**src/rtl/frv_lsu_mq_pkg.sv**
```systemverilog
// Shared encodings and types for the multi-outstanding load/store unit.
package frv_lsu_mq_pkg;

  // Access size encodings carried on in_size.
  localparam logic [1:0] LSU_SIZE_BYTE = 2'b00;
  localparam logic [1:0] LSU_SIZE_HALF = 2'b01;
  localparam logic [1:0] LSU_SIZE_WORD = 2'b10;

  // Fence drain handshake states.
  typedef enum logic [1:0] {
    FENCE_IDLE  = 2'd0,
    FENCE_DRAIN = 2'd1,
    FENCE_DONE  = 2'd2
  } fence_state_t;

  // Per-entry request metadata captured at push time.
  typedef struct packed {
    logic       load;
    logic [1:0] size;
    logic       sgn;
    logic [1:0] off;
    logic       mis;
  } mq_meta_t;

  // Halfwords need an even address, words a 4-byte aligned one; the
  // reserved size encoding is never issued to the bus.
  function automatic logic lsu_misaligned(input logic [1:0] size,
                                          input logic [1:0] off);
    case (size)
      LSU_SIZE_BYTE: return 1'b0;
      LSU_SIZE_HALF: return off[0];
      LSU_SIZE_WORD: return (off != 2'b00);
      default:       return 1'b1;
    endcase
  endfunction

endpackage

```
**src/rtl/frv_lsu_mq_extract.sv**
```systemverilog
// Byte-lane placement for outgoing stores and lane extraction with
// sign/zero extension for returning loads. Purely combinational.
module frv_lsu_mq_extract
  import frv_lsu_mq_pkg::*;
#(
  parameter int XLEN = 32
) (
  input  logic [1:0]      iss_size,
  input  logic [1:0]      iss_off,
  input  logic [XLEN-1:0] iss_wdata,
  output logic [3:0]      iss_strb,
  output logic [XLEN-1:0] iss_wdata_lane,
  input  logic [1:0]      rsp_size,
  input  logic [1:0]      rsp_off,
  input  logic            rsp_signed,
  input  logic [XLEN-1:0] rsp_rdata,
  output logic [XLEN-1:0] rsp_data
);

  function automatic logic [XLEN-1:0] ext_byte(input logic [7:0] b,
                                                input logic       sgn);
    logic signed [7:0]      sb;
    logic signed [XLEN-1:0] wide;
    sb   = b;
    wide = sb;
    if (sgn) return $unsigned(wide);
    return {{(XLEN-8){1'b0}}, b};
  endfunction

  function automatic logic [XLEN-1:0] ext_half(input logic [15:0] h,
                                                input logic        sgn);
    logic signed [15:0]     sh;
    logic signed [XLEN-1:0] wide;
    sh   = h;
    wide = sh;
    if (sgn) return $unsigned(wide);
    return {{(XLEN-16){1'b0}}, h};
  endfunction

  logic [XLEN-1:0] lane;

  // Store side: replicate the narrow datum into every lane, strobe the addressed ones.
  always_comb begin
    iss_strb       = 4'b0000;
    iss_wdata_lane = iss_wdata;
    case (iss_size)
      LSU_SIZE_BYTE: begin
        iss_strb       = 4'b0001 << iss_off;
        iss_wdata_lane = {4{iss_wdata[7:0]}};
      end
      LSU_SIZE_HALF: begin
        iss_strb       = iss_off[1] ? 4'b1100 : 4'b0011;
        iss_wdata_lane = {2{iss_wdata[15:0]}};
      end
      LSU_SIZE_WORD: iss_strb = 4'b1111;
      default:       iss_strb = 4'b0000;
    endcase
  end

  // Load side: shift the addressed lane down to bit 0, then extend.
  always_comb begin
    lane     = rsp_rdata >> {rsp_off, 3'b000};
    rsp_data = lane;
    case (rsp_size)
      LSU_SIZE_BYTE: rsp_data = ext_byte(lane[7:0], rsp_signed);
      LSU_SIZE_HALF: rsp_data = ext_half(lane[15:0], rsp_signed);
      default:       rsp_data = lane;
    endcase
  end

endmodule

```
**src/rtl/frv_lsu_mq.sv**
```systemverilog
// Memory-stage load/store unit with an in-order tracker of up to DEPTH
// outstanding bus transactions, flush-safe response discarding and a
// fence drain handshake.
module frv_lsu_mq
  import frv_lsu_mq_pkg::*;
#(
  parameter  int XLEN  = 32,
  parameter  int DEPTH = 4,
  localparam int PW    = $clog2(DEPTH)
) (
  input  logic            g_clk,
  input  logic            g_resetn,
  input  logic            flush,
  input  logic            in_valid,
  output logic            in_ready,
  input  logic            in_load,
  input  logic            in_store,
  input  logic [1:0]      in_size,
  input  logic            in_signed,
  input  logic [XLEN-1:0] in_addr,
  input  logic [XLEN-1:0] in_wdata,
  input  logic            fence_req,
  output logic            fence_done,
  output logic            dmem_req,
  output logic            dmem_wen,
  output logic [3:0]      dmem_strb,
  output logic [XLEN-1:0] dmem_wdata,
  output logic [XLEN-1:0] dmem_addr,
  input  logic            dmem_gnt,
  input  logic            dmem_recv,
  input  logic [XLEN-1:0] dmem_rdata,
  input  logic            dmem_error,
  output logic            rsp_valid,
  input  logic            rsp_ready,
  output logic            rsp_rdata_unused_guard,
  output logic [XLEN-1:0] rsp_rdata,
  output logic            rsp_error,
  output logic            rsp_misalign,
  output logic [PW:0]     outstanding
);

  // Drop counter has headroom for several flushes of a full tracker
  // landing before the bus has returned the abandoned beats.
  localparam int           DW       = PW + 4;
  localparam logic [PW:0]  FULL_CNT = (PW+1)'(DEPTH);
  localparam logic [PW:0]  PTR_ONE  = (PW+1)'(1);
  localparam logic [DW-1:0] DROP_ONE = DW'(1);

  logic [PW:0]      wr_ptr, rcv_ptr, rd_ptr;
  logic [DW-1:0]    drop;
  fence_state_t     fence_state;
  logic [DEPTH-1:0] done;
  logic [DEPTH-1:0] err;
  mq_meta_t         meta [DEPTH];
  logic [XLEN-1:0]  data [DEPTH];

  logic [PW-1:0]   wr_idx, rcv_idx, rd_idx;
  logic [1:0]      in_off;
  logic            in_mis, full, ok_to_accept;
  logic            push, push_mis, recv_write, pop;
  logic [3:0]      iss_strb;
  logic [XLEN-1:0] iss_wdata_lane, head_data;
  logic [PW:0]     pending;
  logic [DW-1:0]   drop_sum, drop_flush;
  mq_meta_t        head;

  assign wr_idx  = wr_ptr[PW-1:0];
  assign rcv_idx = rcv_ptr[PW-1:0];
  assign rd_idx  = rd_ptr[PW-1:0];

  assign outstanding = wr_ptr - rd_ptr;
  assign full        = (outstanding == FULL_CNT);

  assign in_off = in_addr[1:0];
  assign in_mis = lsu_misaligned(in_size, in_off);

  // Nothing is accepted in reset, while full, while a fence is in progress
  // or in the flush cycle.
  assign ok_to_accept = g_resetn && !full && (fence_state == FENCE_IDLE) && !flush;

  // Misaligned requests never reach the bus; they wait for an empty tracker
  // so their error entry cannot overtake older responses.
  assign dmem_req = in_valid && !in_mis && ok_to_accept;
  assign push_mis = in_valid && in_mis && ok_to_accept && (outstanding == '0);
  assign in_ready = (dmem_req && dmem_gnt) || push_mis;
  assign push     = in_ready;

  assign dmem_wen   = dmem_req && in_store;
  assign dmem_strb  = dmem_req ? iss_strb : 4'b0000;
  assign dmem_wdata = iss_wdata_lane;
  assign dmem_addr  = {in_addr[XLEN-1:2], 2'b00};

  // Beats owed to flushed entries are swallowed before any live entry is
  // written; a stray beat with nothing pending is ignored.
  assign recv_write = dmem_recv && (drop == '0) && !flush && (rcv_ptr != wr_ptr);

  assign head      = meta[rd_idx];
  assign head_data = data[rd_idx];
  assign rsp_valid = done[rd_idx];
  assign pop       = rsp_valid && rsp_ready;

  assign rsp_error    = rsp_valid && err[rd_idx];
  assign rsp_misalign = rsp_valid && head.mis;

  // Misaligned entries never get a recv, so wr - rcv counts only beats the
  // bus still owes; a beat landing in the flush cycle settles one of them.
  assign pending    = wr_ptr - rcv_ptr;
  assign drop_sum   = drop + DW'(pending);
  assign drop_flush = (dmem_recv && (drop_sum != '0)) ? drop_sum - DROP_ONE : drop_sum;

  logic [XLEN-1:0] ext_data;

  frv_lsu_mq_extract #(
    .XLEN (XLEN)
  ) u_extract (
    .iss_size       (in_size),
    .iss_off        (in_off),
    .iss_wdata      (in_wdata),
    .iss_strb       (iss_strb),
    .iss_wdata_lane (iss_wdata_lane),
    .rsp_size       (head.size),
    .rsp_off        (head.off),
    .rsp_signed     (head.sgn),
    .rsp_rdata      (head_data),
    .rsp_data       (ext_data)
  );

  assign rsp_rdata = (rsp_valid && head.load && !head.mis) ? ext_data : '0;
  assign rsp_rdata_unused_guard = 1'b0;

  // Tracker control: pointers, done bits and the flush drop counter.
  always_ff @(posedge g_clk) begin
    if (!g_resetn) begin
      wr_ptr  <= '0;
      rcv_ptr <= '0;
      rd_ptr  <= '0;
      done    <= '0;
      drop    <= '0;
    end else if (flush) begin
      wr_ptr  <= '0;
      rcv_ptr <= '0;
      rd_ptr  <= '0;
      done    <= '0;
      drop    <= drop_flush;
    end else begin
      if (push) begin
        wr_ptr         <= wr_ptr + PTR_ONE;
        done[wr_idx]   <= push_mis;
        if (push_mis) rcv_ptr <= rcv_ptr + PTR_ONE;
      end
      if (recv_write) begin
        done[rcv_idx] <= 1'b1;
        rcv_ptr       <= rcv_ptr + PTR_ONE;
      end
      if (dmem_recv && (drop != '0)) drop <= drop - DROP_ONE;
      if (pop) begin
        done[rd_idx] <= 1'b0;
        rd_ptr       <= rd_ptr + PTR_ONE;
      end
    end
  end

  // Tracker payload: request metadata on push, bus data and error on receive.
  always_ff @(posedge g_clk) begin
    if (push) begin
      meta[wr_idx] <= '{load: in_load, size: in_size, sgn: in_signed,
                        off: in_off, mis: push_mis};
      err[wr_idx]  <= 1'b0;
    end
    if (recv_write) begin
      data[rcv_idx] <= dmem_rdata;
      err[rcv_idx]  <= dmem_error;
    end
  end

  // Fence drain handshake; flush does not disturb it, so a drain also
  // waits for every abandoned beat to come back.
  always_ff @(posedge g_clk) begin
    if (!g_resetn) begin
      fence_state <= FENCE_IDLE;
      fence_done  <= 1'b0;
    end else begin
      fence_done <= 1'b0;
      case (fence_state)
        FENCE_IDLE:  if (fence_req) fence_state <= FENCE_DRAIN;
        FENCE_DRAIN: if ((outstanding == '0) && (drop == '0)) begin
          fence_state <= FENCE_DONE;
          fence_done  <= 1'b1;
        end
        FENCE_DONE:  fence_state <= FENCE_IDLE;
        default:     fence_state <= FENCE_IDLE;
      endcase
    end
  end

endmodule
```
**config.mk**
```make
export PLATFORM = sky130hd
export DESIGN_NAME = frv_lsu_mq
export DESIGN_NICKNAME = d
export VERILOG_FILES = /design/src/rtl/frv_lsu_mq_pkg.sv /design/src/rtl/frv_lsu_mq_extract.sv /design/src/rtl/frv_lsu_mq.sv
export SDC_FILE = /design/constraint.sdc
export NUM_CORES = 1
export LEC_CHECK = 0
export CAP_MARGIN = 0
export CORE_MARGIN = 5
export CORE_UTILIZATION = 60
export CTS_CLUSTER_DIAMETER = 120
export DETAILED_ROUTE_END_ITERATION = 10
export DONT_BUFFER_PORTS = 1
export GPL_TIMING_DRIVEN = 0
export PLACE_DENSITY_LB_ADDON = 0.08
export SYNTH_ARGS = -nofsm -noshare
export SYNTH_HDL_FRONTEND = slang
export SYNTH_SLANG_ARGS = --single-unit
```
**constraint.sdc**
```tcl
create_clock -name g_clk -period 3.71 [get_ports g_clk]
set_input_delay 0.9275 -clock g_clk [delete_from_list [all_inputs] [get_ports g_clk]]
set_output_delay 0.9275 -clock g_clk [all_outputs]
set_load 0.05 [all_outputs]
```
==> results.sh <==
export IMPL_status="finished, violations left"
export IMPL_violations="negative setup slack"
export IMPL_synth_top_cell_by_area="edfxtp_1"
export IMPL_placedCellCount=849
export IMPL_startpoint_type="register"
export IMPL_rsz0062_at_grt="yes"
export IMPL_setup_slack_ns=-0.226
export IMPL_synth_async_reset_ratio_pct=0
export IMPL_critPathLaunch="wr_ptr[0]"
export IMPL_h_tree_depth=4
export IMPL_period_share_pct=106
export IMPL_track_usage_pct=22.6
export IMPL_fin_tns_setup_ns=-1.46
export IMPL_clk_latency_ns=0.43
export IMPL_grt_start_max_net_pins=33
export IMPL_r2r_cells=9
export IMPL_crit_end="dmem_strb[0]"
export IMPL_clock_skew_ns=0.00753
export IMPL_layout_nets=843
export IMPL_end_kind="output pin"
export IMPL_slowest_delay_ns=0.81
export IMPL_path_clk_slew_ns=0.07
export IMPL_dp_hpwl_mm=14.3
export IMPL_gp_congestion=0.854
export IMPL_finalHoldViolations=0
export IMPL_via_per_inst=6.20
export IMPL_diodes=0
export IMPL_yosysSeqAreaShare_pct=57.4
export IMPL_r2r_start="wr_ptr[0]"
export IMPL_synth_edff_count=156
export IMPL_max_cap_violations=0
export IMPL_core_um2=15100
export IMPL_postSynthCellCount=655
export IMPL_holdBufCountCts=0
export IMPL_synth_top_area_share_pct=51.3
export IMPL_dr_pass1_iters=5
export IMPL_drv_slew=0
export IMPL_std_cell_rows=45
export IMPL_clock_path_buffers=2
export IMPL_power_density_nw_per_um2=410
export IMPL_ant_nets=0
export IMPL_worst_path_max_delay_cell="a311oi_4"
export IMPL_min_path_type="register to register"
export IMPL_io_buffers=0
export IMPL_finalPower_mw=4.50
export IMPL_io_pins=221
export IMPL_cts_buffers_inserted=17
export IMPL_required_ns=2.78
export IMPL_start_util_pct=60.5
export IMPL_cts_sinks=184
export IMPL_die_h_um=133
export IMPL_relSlewSlack_pct=32.8
export IMPL_whs_ns=0.436
export IMPL_min_period_ns=3.94
export IMPL_ys_ff_latch=184
export IMPL_mostFrequentLayoutCells="edfxtp_1, buf_4, nand2_1"
export IMPL_crit_type="register to output pin"
export IMPL_first_global_vias=5747
export IMPL_leakagePower_nw=3.84
export IMPL_die_x_um=133
export IMPL_wl_mm=21.3
export IMPL_final_setup_viol_count=12
export IMPL_grt_pass1_wl_mm=31.1
export IMPL_drt_iter0_markers=403
export IMPL_path_max_fanout=7
export IMPL_vdd_ir_drop_max_mv=0.340
export IMPL_synthDistinctLibCells=51
export IMPL_dp_slack_ns=-0.330
export IMPL_syn_area_um2=9130
export IMPL_arrival_ns=3.01
export IMPL_area_growth_pct=20.2
export IMPL_crit_chain="inv_4 -> ha_4 -> fa_2 -> xor3_2 -> a311oi_4 -> nor2b_4"
export IMPL_yosys_warnings=0
export IMPL_routedWlPerCell_um=23.4
export IMPL_ff2ff_setup_slack_ns=0.21
export IMPL_max_slew_worst_pin_slew_ns=1.00
export IMPL_clockRootBuffer="clkbuf_16"
export IMPL_drc_errors=0
export IMPL_antenna_found_initial=0
export IMPL_synth_top_cells_by_area="edfxtp_1, mux4_2, dfxtp_1"
export IMPL_r2r_end="meta[2][1]"
export IMPL_avgSynthCellArea_um2=13.9
export IMPL_die_area_um2=17800
export IMPL_clock_fmax_mhz=254
export IMPL_vias=5637
export IMPL_ys_flop_type="edfxtp_1"
export IMPL_grt_overflow_total=0
export IMPL_cts_tree="built"
export IMPL_drive_gt1_share_pct=37.2
export IMPL_fin_cells=909
export IMPL_final_common_cell="edfxtp_1"
==> through the flow <==
stage	util (%)	area, um2
final	72.7	11000
after global routing	72.7	11000
after CTS	70.7	10700
after detailed placement	63.2	9530
after global placement	62.3	9400
after floorplan	-	9160
==> worst min-delay path by stage <==
stage	start	to	slack (ns)	cells after the start
after floorplan	fence_state[1]	fence_state[0]	0.40	1
after global placement	fence_state[1]	fence_state[0]	0.41	1
after detailed placement	fence_state[1]	fence_state[0]	0.42	1
after CTS	fence_state[1]	fence_state[0]	0.44	1
after global routing	fence_state[1]	fence_state[0]	0.47	1
final	fence_state[1]	fence_state[0]	0.44	1
==> kinds of logic (layout without fill, tap and decap cells) <==
logic type	Yosys count	in the layout	synth area share (%)
simple gates	147	147	8.15
buf+inv	94	158	6.08
fa+ha+maj	25	25	3.67
other cells	1	3	0.0411
mux	93	93	16.3
flops	184	184	57.4
compound gates	97	97	6.77
xor+xnor	14	14	1.51
==> timing repair <==
| item | in CTS | in global routing |
|---|---|---|
| resized for setup | 116 | 46 |
| pin swaps | 12 | 28 |
| endpoints found under the setup margin | 66 | 38 |
| gates cloned | 1 | 1 |
| setup buffers | 14 | 16 |
| hold endpoints to repair | 0 | 0 |
==> cell usage after synthesis, types with 5 or more instances <==
cell type / number
ha_1: 22
o21ai_0: 38
a21oi_1: 14
mux4_1: 6
inv_1: 24
mux4_2: 35
clkbuf_1: 9
nor2b_1: 14
a21oi_2: 7
and3_1: 5
xor2_1: 6
nand2_1: 57
mux2_2: 19
and2_1: 11
nor2_1: 33
xnor2_1: 7
a221oi_1: 5
a211oi_1: 16
o21ai_1: 5
buf_2: 9
mux2i_1: 33
dfxtp_1: 28
buf_4: 45
edfxtp_1: 156
==> final cells by class <==
class,count,area (um2)
plain buffers,68,536
clock buffers,20,447
clock inverters,12,96.3
fillers,968,4110
inverters,24,96.3
multi-input cells,379,3910
flip-flops and latches,184,5260
well taps,188,235
repair buffers,34,402
==> metal layers <==
metal	up-vias	share of wire [%]	GRT usage, %
met5	-	0	0
met2	239	53	39.8
met3	39	6.8	6.42
met4	0	1.9	5.66
met1	2841	38	27.8
li1	2518	-	-
==> where the power goes <==
| part | total, mW | switching, mW | internal [mW] |
|---|---|---|---|
| clock network | 1.66 | 0.775 | 0.886 |
| logic | 0.560 | 0.381 | 0.179 |
| registers | 2.28 | 0.0242 | 2.26 |
| total | 4.50 | 1.18 | 3.32 |
==> registers in the layout, summed over array words and instances, names as in the netlist, named ones only <==
| register | flops |
|---|---|
| done | 4 |
| data | 128 |
| err | 4 |
| fence_state | 2 |
| wr_ptr | 3 |
| rcv_ptr | 3 |
| fence_done | 1 |
| rd_ptr | 3 |
| drop | 6 |
| meta | 28 |
==> worst max-delay path, delay by kind of cell, from the launching register on <==
family	cells	cell delay (ns)
AOI/OAI and AO/OA	1	0.81
xor gates and xnor gates	1	0.41
adders and majority gates	2	0.47
buffers and inverters	1	0.04
DFF	1	0.35
and+or+nand+nor	1	0.49
(Power assumes the default switching activity.)
